File: config.mk
export PLATFORM = sky130hd
export DESIGN_NAME = rf_wr_arbiter
export DESIGN_NICKNAME = d
export VERILOG_FILES = /design/src/rtl/rf_wr_arbiter_pkg.sv /design/src/rtl/rf_wr_arbiter_rr_arbiter.sv /design/src/rtl/rf_wr_arbiter.sv
export SDC_FILE = /design/constraint.sdc
export NUM_CORES = 1
export LEC_CHECK = 0
export ABC_AREA = 1
export BUFFER_PORTS_ARGS = -buffer_cell sky130_fd_sc_hd__buf_2
export CAP_MARGIN = 20
export CELL_PAD_IN_SITES_DETAIL_PLACEMENT = 0
export CELL_PAD_IN_SITES_GLOBAL_PLACEMENT = 1
export CORE_ASPECT_RATIO = 1.2
export CORE_MARGIN = 10
export CORE_UTILIZATION = 25
export DETAILED_ROUTE_END_ITERATION = 7
export MAX_ROUTING_LAYER = met4
export PLACE_DENSITY_LB_ADDON = 0.1
export RECOVER_POWER = 50
export REMOVE_ABC_BUFFERS = 1
export SLEW_MARGIN = 20
export SYNTH_ARGS = -nofsm -noshare
export SYNTH_HDL_FRONTEND = slang
export SYNTH_SLANG_ARGS = --single-unit
File: constraint.sdc
create_clock -name clk -period 3.21 [get_ports clk]
set_input_delay 0.4815 -clock clk [delete_from_list [all_inputs] [get_ports clk]]
set_output_delay 0.4815 -clock clk [all_outputs]
set_load 0.05 [all_outputs]
File: src/rtl/rf_wr_arbiter_pkg.sv
// rtl/rf_wr_arbiter_pkg.sv - shared register-file geometry and arbiter constants
package rf_wr_arbiter_pkg;

    // Register file geometry, shared with the register file and datapath.
    localparam int RF_DW       = 9;
    localparam int RF_AW       = 2;
    localparam int RF_NUM_REGS = 4;

    // Requester limits: the grant index is carried on a 2-bit bus.
    localparam int MAX_REQ = 4;
    localparam int GID_W   = 2;

    // Width of one requester's slice in the flattened request buses.
    localparam int REQ_ADDR_SLICE_W = RF_AW;
    localparam int REQ_DATA_SLICE_W = RF_DW;

    // One buffered write as seen by the write stage.
    typedef struct packed {
        logic [RF_AW-1:0] addr;
        logic [RF_DW-1:0] data;
        logic [GID_W-1:0] id;
    } wr_req_t;

    // Increment a requester index, wrapping at n (n in 1..MAX_REQ).
    function automatic logic [GID_W-1:0] wrap_inc(input logic [GID_W-1:0] v, input int n);
        if (int'(v) >= n - 1) begin
            return '0;
        end
        return v + GID_W'(1);
    endfunction

endpackage

File: src/rtl/rf_wr_arbiter_rr_arbiter.sv
// rtl/rf_wr_arbiter_rr_arbiter.sv - round-robin grant with rotating priority pointer
module rr_arbiter
    import rf_wr_arbiter_pkg::*;
#(
    parameter int NUM_REQ = 2
) (
    input  logic               clk,
    input  logic               rst,
    input  logic               stall,
    input  logic [NUM_REQ-1:0] req_valid,
    output logic [NUM_REQ-1:0] req_ready,
    output logic [GID_W-1:0]   grant_idx,
    output logic               grant_vld
);

    logic [GID_W-1:0]   rr_ptr;
    logic [MAX_REQ-1:0] valid_pad;
    logic [GID_W-1:0]   idx;
    logic [GID_W-1:0]   found_idx;
    logic               found;

    // Pad the request vector so a 2-bit index always selects a real bit.
    assign valid_pad = MAX_REQ'(req_valid);

    // Search from rr_ptr upward (mod NUM_REQ); the first valid requester wins.
    // Ready depends only on valid, pointer, stall and rst, never on ready itself.
    always_comb begin
        idx       = '0;
        found_idx = '0;
        found     = 1'b0;
        if (!rst && !stall) begin
            for (int k = 0; k < NUM_REQ; k++) begin
                idx = GID_W'((int'(rr_ptr) + k) % NUM_REQ);
                if (!found && valid_pad[idx]) begin
                    found     = 1'b1;
                    found_idx = idx;
                end
            end
        end
    end

    // Expand the winning index into the one-hot ready vector.
    always_comb begin
        req_ready = '0;
        for (int i = 0; i < NUM_REQ; i++) begin
            req_ready[i] = found && (found_idx == GID_W'(i));
        end
    end

    // A grant is only ever issued to a valid requester, so it is a transfer.
    assign grant_idx = found_idx;
    assign grant_vld = found;

    // Move priority just past the last winner; hold when nothing transfers.
    always_ff @(posedge clk) begin
        if (rst) begin
            rr_ptr <= '0;
        end else if (grant_vld) begin
            rr_ptr <= wrap_inc(grant_idx, NUM_REQ);
        end
    end

endmodule

File: src/rtl/rf_wr_arbiter.sv
// rtl/rf_wr_arbiter.sv - round-robin write-port arbiter with registered write and read bypass
module rf_wr_arbiter
    import rf_wr_arbiter_pkg::*;
#(
    parameter int NUM_REQ = 2,
    parameter int DW      = RF_DW,
    parameter int AW      = RF_AW
) (
    input  logic                  clk,
    input  logic                  rst,
    input  logic                  stall,
    input  logic [NUM_REQ-1:0]    req_valid,
    output logic [NUM_REQ-1:0]    req_ready,
    input  logic [NUM_REQ*AW-1:0] req_addr,
    input  logic [NUM_REQ*DW-1:0] req_data,
    output logic                  rf_wr_en,
    output logic [AW-1:0]         rf_wr_addr,
    output logic [DW-1:0]         rf_wr_data,
    output logic [GID_W-1:0]      grant_id,
    input  logic [AW-1:0]         rd0_addr,
    input  logic [AW-1:0]         rd1_addr,
    input  logic [DW-1:0]         rf_rd0_data,
    input  logic [DW-1:0]         rf_rd1_data,
    output logic [DW-1:0]         rd0_data,
    output logic [DW-1:0]         rd1_data
);

    logic [GID_W-1:0] grant_idx;
    logic             grant_vld;
    logic [AW-1:0]    sel_addr;
    logic [DW-1:0]    sel_data;

    rr_arbiter #(
        .NUM_REQ (NUM_REQ)
    ) u_rr_arbiter (
        .clk       (clk),
        .rst       (rst),
        .stall     (stall),
        .req_valid (req_valid),
        .req_ready (req_ready),
        .grant_idx (grant_idx),
        .grant_vld (grant_vld)
    );

    // Pick the granted requester's address/data slice; ready is one-hot.
    always_comb begin
        sel_addr = '0;
        sel_data = '0;
        for (int i = 0; i < NUM_REQ; i++) begin
            if (req_ready[i]) begin
                sel_addr = req_addr[i*AW +: AW];
                sel_data = req_data[i*DW +: DW];
            end
        end
    end

    // Write stage: register the transfer; idle cycles keep addr/data/id.
    always_ff @(posedge clk) begin
        if (rst) begin
            rf_wr_en   <= 1'b0;
            rf_wr_addr <= '0;
            rf_wr_data <= '0;
            grant_id   <= '0;
        end else if (grant_vld) begin
            rf_wr_en   <= 1'b1;
            rf_wr_addr <= sel_addr;
            rf_wr_data <= sel_data;
            grant_id   <= grant_idx;
        end else begin
            rf_wr_en   <= 1'b0;
        end
    end

    // Forward the in-flight write to each read port independently.
    always_comb begin
        rd0_data = rf_rd0_data;
        rd1_data = rf_rd1_data;
        if (rf_wr_en && (rd0_addr == rf_wr_addr)) begin
            rd0_data = rf_wr_data;
        end
        if (rf_wr_en && (rd1_addr == rf_wr_addr)) begin
            rd1_data = rf_wr_data;
        end
    end

endmodule

==> results.ini <==
[status]
status=completed

[yosys]
netlist.area_leader.share=0.269
syn_area_mm2=0.00104
yosysTopAreaCell=dfxtp_1
ys_types=18
synth-seq-cells=14
synth_flop_cell=dfxtp_1
yosys_warnings=0
synth-seq-area-share=0.269
syn_area_per_cell_um2=5.73
synth-edff-count=0
syn_inst=182
yosys-top-cells-area=dfxtp_1, nand2_1, nor2_1, nand3_1, a21oi_1
async_flop_share=0

[finish]
multi_input_area_um2=649
drive_gt1_frac=0.318
regArea_um2=280
area_growth_pct=44.3
n_antenna_cell=0
n_fill_cell=488
num-nets-final=312

[route]
vias=1258
remaining_drc_errors=0
dr.first_iter.drc_count=42
routed_wl_um=3850
viasPerCell=3.99
drtPass1Iterations=4
postRouteAntennaNets=0
wl_per_cell_um=12.2

[clock_tree]
cts.repair.resized=0
ctsLongestPathBuffers=2
cts_max_level=1
post_cts_buffers=0
clock_sinks=14
postCtsHoldBufs=0
clockRootBuffer=clkbuf_8
insertion_delay_ns=0.23
cts-buffers-inserted=3
clkTransAtPathRegs_ns=0.05
cts_tree=done

[setup_path]
path_cells=buf_2, nor2_1, clkinv_1, nor2_4, nand2_1, inv_1, buf_2
reg2reg_from=u_rr_arbiter.rr_ptr[0]
r2r-end=rf_wr_data[8]
r2r.worst_path.cells=7
crit_cells=7
critPathMaxFanout=25
start_kind=input port
crit_type=input port to output pin
path_buf_inv=4
startpoint=stall
cp_slowest_stage_delay_ns=0.42
cp_slowest_cell=nor2_4
crit_path_end_kind=output pin
regToRegSetupSlack_ns=2.04
crit_family=simple AND/OR/NAND/NOR gates
crit_path_frequent_cell=buf_2
arrival_ns=1.76
endpoint=req_ready[0]
critical_path_required_ns=2.73

[placement]
hpwl_um=3230
io_buffer_count=81
gp_congestion=0.720

[power]
p_leak_nw=0.880
ir_drop_uv=206
power_density_mw_per_mm2=410

[sta]
skew_ns=0.00184
finalSetupViolCount=0
worst_pin_slew_ns=0.632
relSlewSlack=0.580
finalHoldViolations=0
whs_ns=0.456
maxSlewViolCount=0
fin_crit_sh=0.697
fin_crit_ns=2.24
fin_setup_tns_ns=0
rsz0062_at_grt=no
fmax_mhz=447

[job]
max_cap_violations=0

[floorplan]
rows=25
start_util=0.262
die_height_um=90.7
core_mm2=0.00397
ios=83
die_area_mm2=0.00716
die_x_um=78.9

[global_routing]
gr-total-overflow=0
grt_max_degree=26
grt_pass1_wl_um=6090
antenna_found_initial=0
grt_pass1_vias=1246
grtUsageTotal=0.102

[min_path]
min_path_type=input port to flip-flop

## cell usage after synthesis, types with 2 or more instances
cell type	count
buf_2	2
dfxtp_1	14
xnor2_2	2
inv_1	16
nor2_4	3
nand3_1	19
nand2_1	63
nand2_2	3
a21oi_1	12
nand2_4	2
o21ai_0	2
buf_4	2
nor2_1	36
inv_2	2
## registers in the layout, summed over array words and instances (netlist names)
signal,count
grant_id,1
rf_wr_addr,2
rf_wr_data,9
rf_wr_en,1
u_rr_arbiter.rr_ptr,1
## power breakdown
group	switching [W]	total [W]	internal (W)	leakage [nW]
Clock	0.0000537	0.000136	0.0000826	0.0216
Combinational	0.000202	0.000271	0.0000698	0.742
Sequential	0.0000192	0.000209	0.000190	0.116
## worst min-delay path by stage
stage / depth (start not counted) / from / slack (ns) / to
floorplan: 2 / u_rr_arbiter.rr_ptr[0] / 0.44 / u_rr_arbiter.rr_ptr[0]
global placement: 2 / grant_id[0] / 0.48 / grant_id[0]
detailed placement: 2 / u_rr_arbiter.rr_ptr[0] / 0.47 / u_rr_arbiter.rr_ptr[0]
CTS: 2 / rst / 0.43 / u_rr_arbiter.rr_ptr[0]
global route: 2 / rst / 0.49 / u_rr_arbiter.rr_ptr[0]
finish: 2 / rst / 0.46 / u_rr_arbiter.rr_ptr[0]
## per-stage QoR
| stage | utilization | cells | instance area [um2] | total power [W] | setup slack (ns) |
|---|---|---|---|---|---|
| after detailed placement | 0.373 | 312 | 1480 | 0.000493 | 1.09 |
| after CTS | 0.384 | 315 | 1520 | 0.000631 | 1.09 |
| after floorplan | - | 176 | 1000 | 0.000408 | 1.16 |
| after global placement | 0.373 | 312 | 1480 | 0.000493 | 1.10 |
| final | 0.379 | 315 | 1500 | 0.000617 | 0.972 |
| after global routing | 0.379 | 315 | 1500 | 0.000656 | 0.794 |
## layout by cell type, fill, tap and decap left out, types with 2 or more instances in the layout
cell type  netlist  final
inv_1           16     16
nand2_1         63     64
o21ai_0          2      2
a21oi_1         12     12
nand2_2          3      2
nand2_4          2      2
buf_2            2     69
nor2_1          36     37
nand3_1         19     19
nor2_4           3      3
clkbuf_1         1     12
dfxtp_1         14     14
xnor2_2          2      2
clkbuf_8         0      3
## worst register-to-register path, delay by kind of cell, from the launching register on
kind	cells	cell delay, ns
buffers and inverters	1	0.04
DFF	1	0.32
and+or+nand+nor	6	0.71
## kinds of logic (layout without fill, tap and decap cells)
| group | after synthesis | count (layout) | share of synthesized area |
|---|---|---|---|
| other cells | 1 | 1 | 0.00360 |
| xor+xnor | 2 | 2 | 0.0312 |
| flops | 14 | 14 | 0.269 |
| buf+inv | 24 | 103 | 0.103 |
| simple gates | 127 | 127 | 0.526 |
| compound gates | 14 | 14 | 0.0672 |
## cell type report
class,instances,area share
Multi-Input combinational cell,144,0.432
Clock buffer,3,0.0275
Tap cell,54,0.0449
Timing Repair Buffer,82,0.265
Sequential cell,14,0.186
Inverter,18,0.0449
## per-layer routing
metal | vias to the layer above | track usage | wire length (um)
met4 | 0 | 0.0135 | 14
met3 | 2 | 0.0498 | 456
li1 | 713 | - | -
met1 | 491 | 0.114 | 1700
met2 | 52 | 0.162 | 1680
met5 | - | - | 0
No activity file was read; power rests on OpenSTA's default activity.
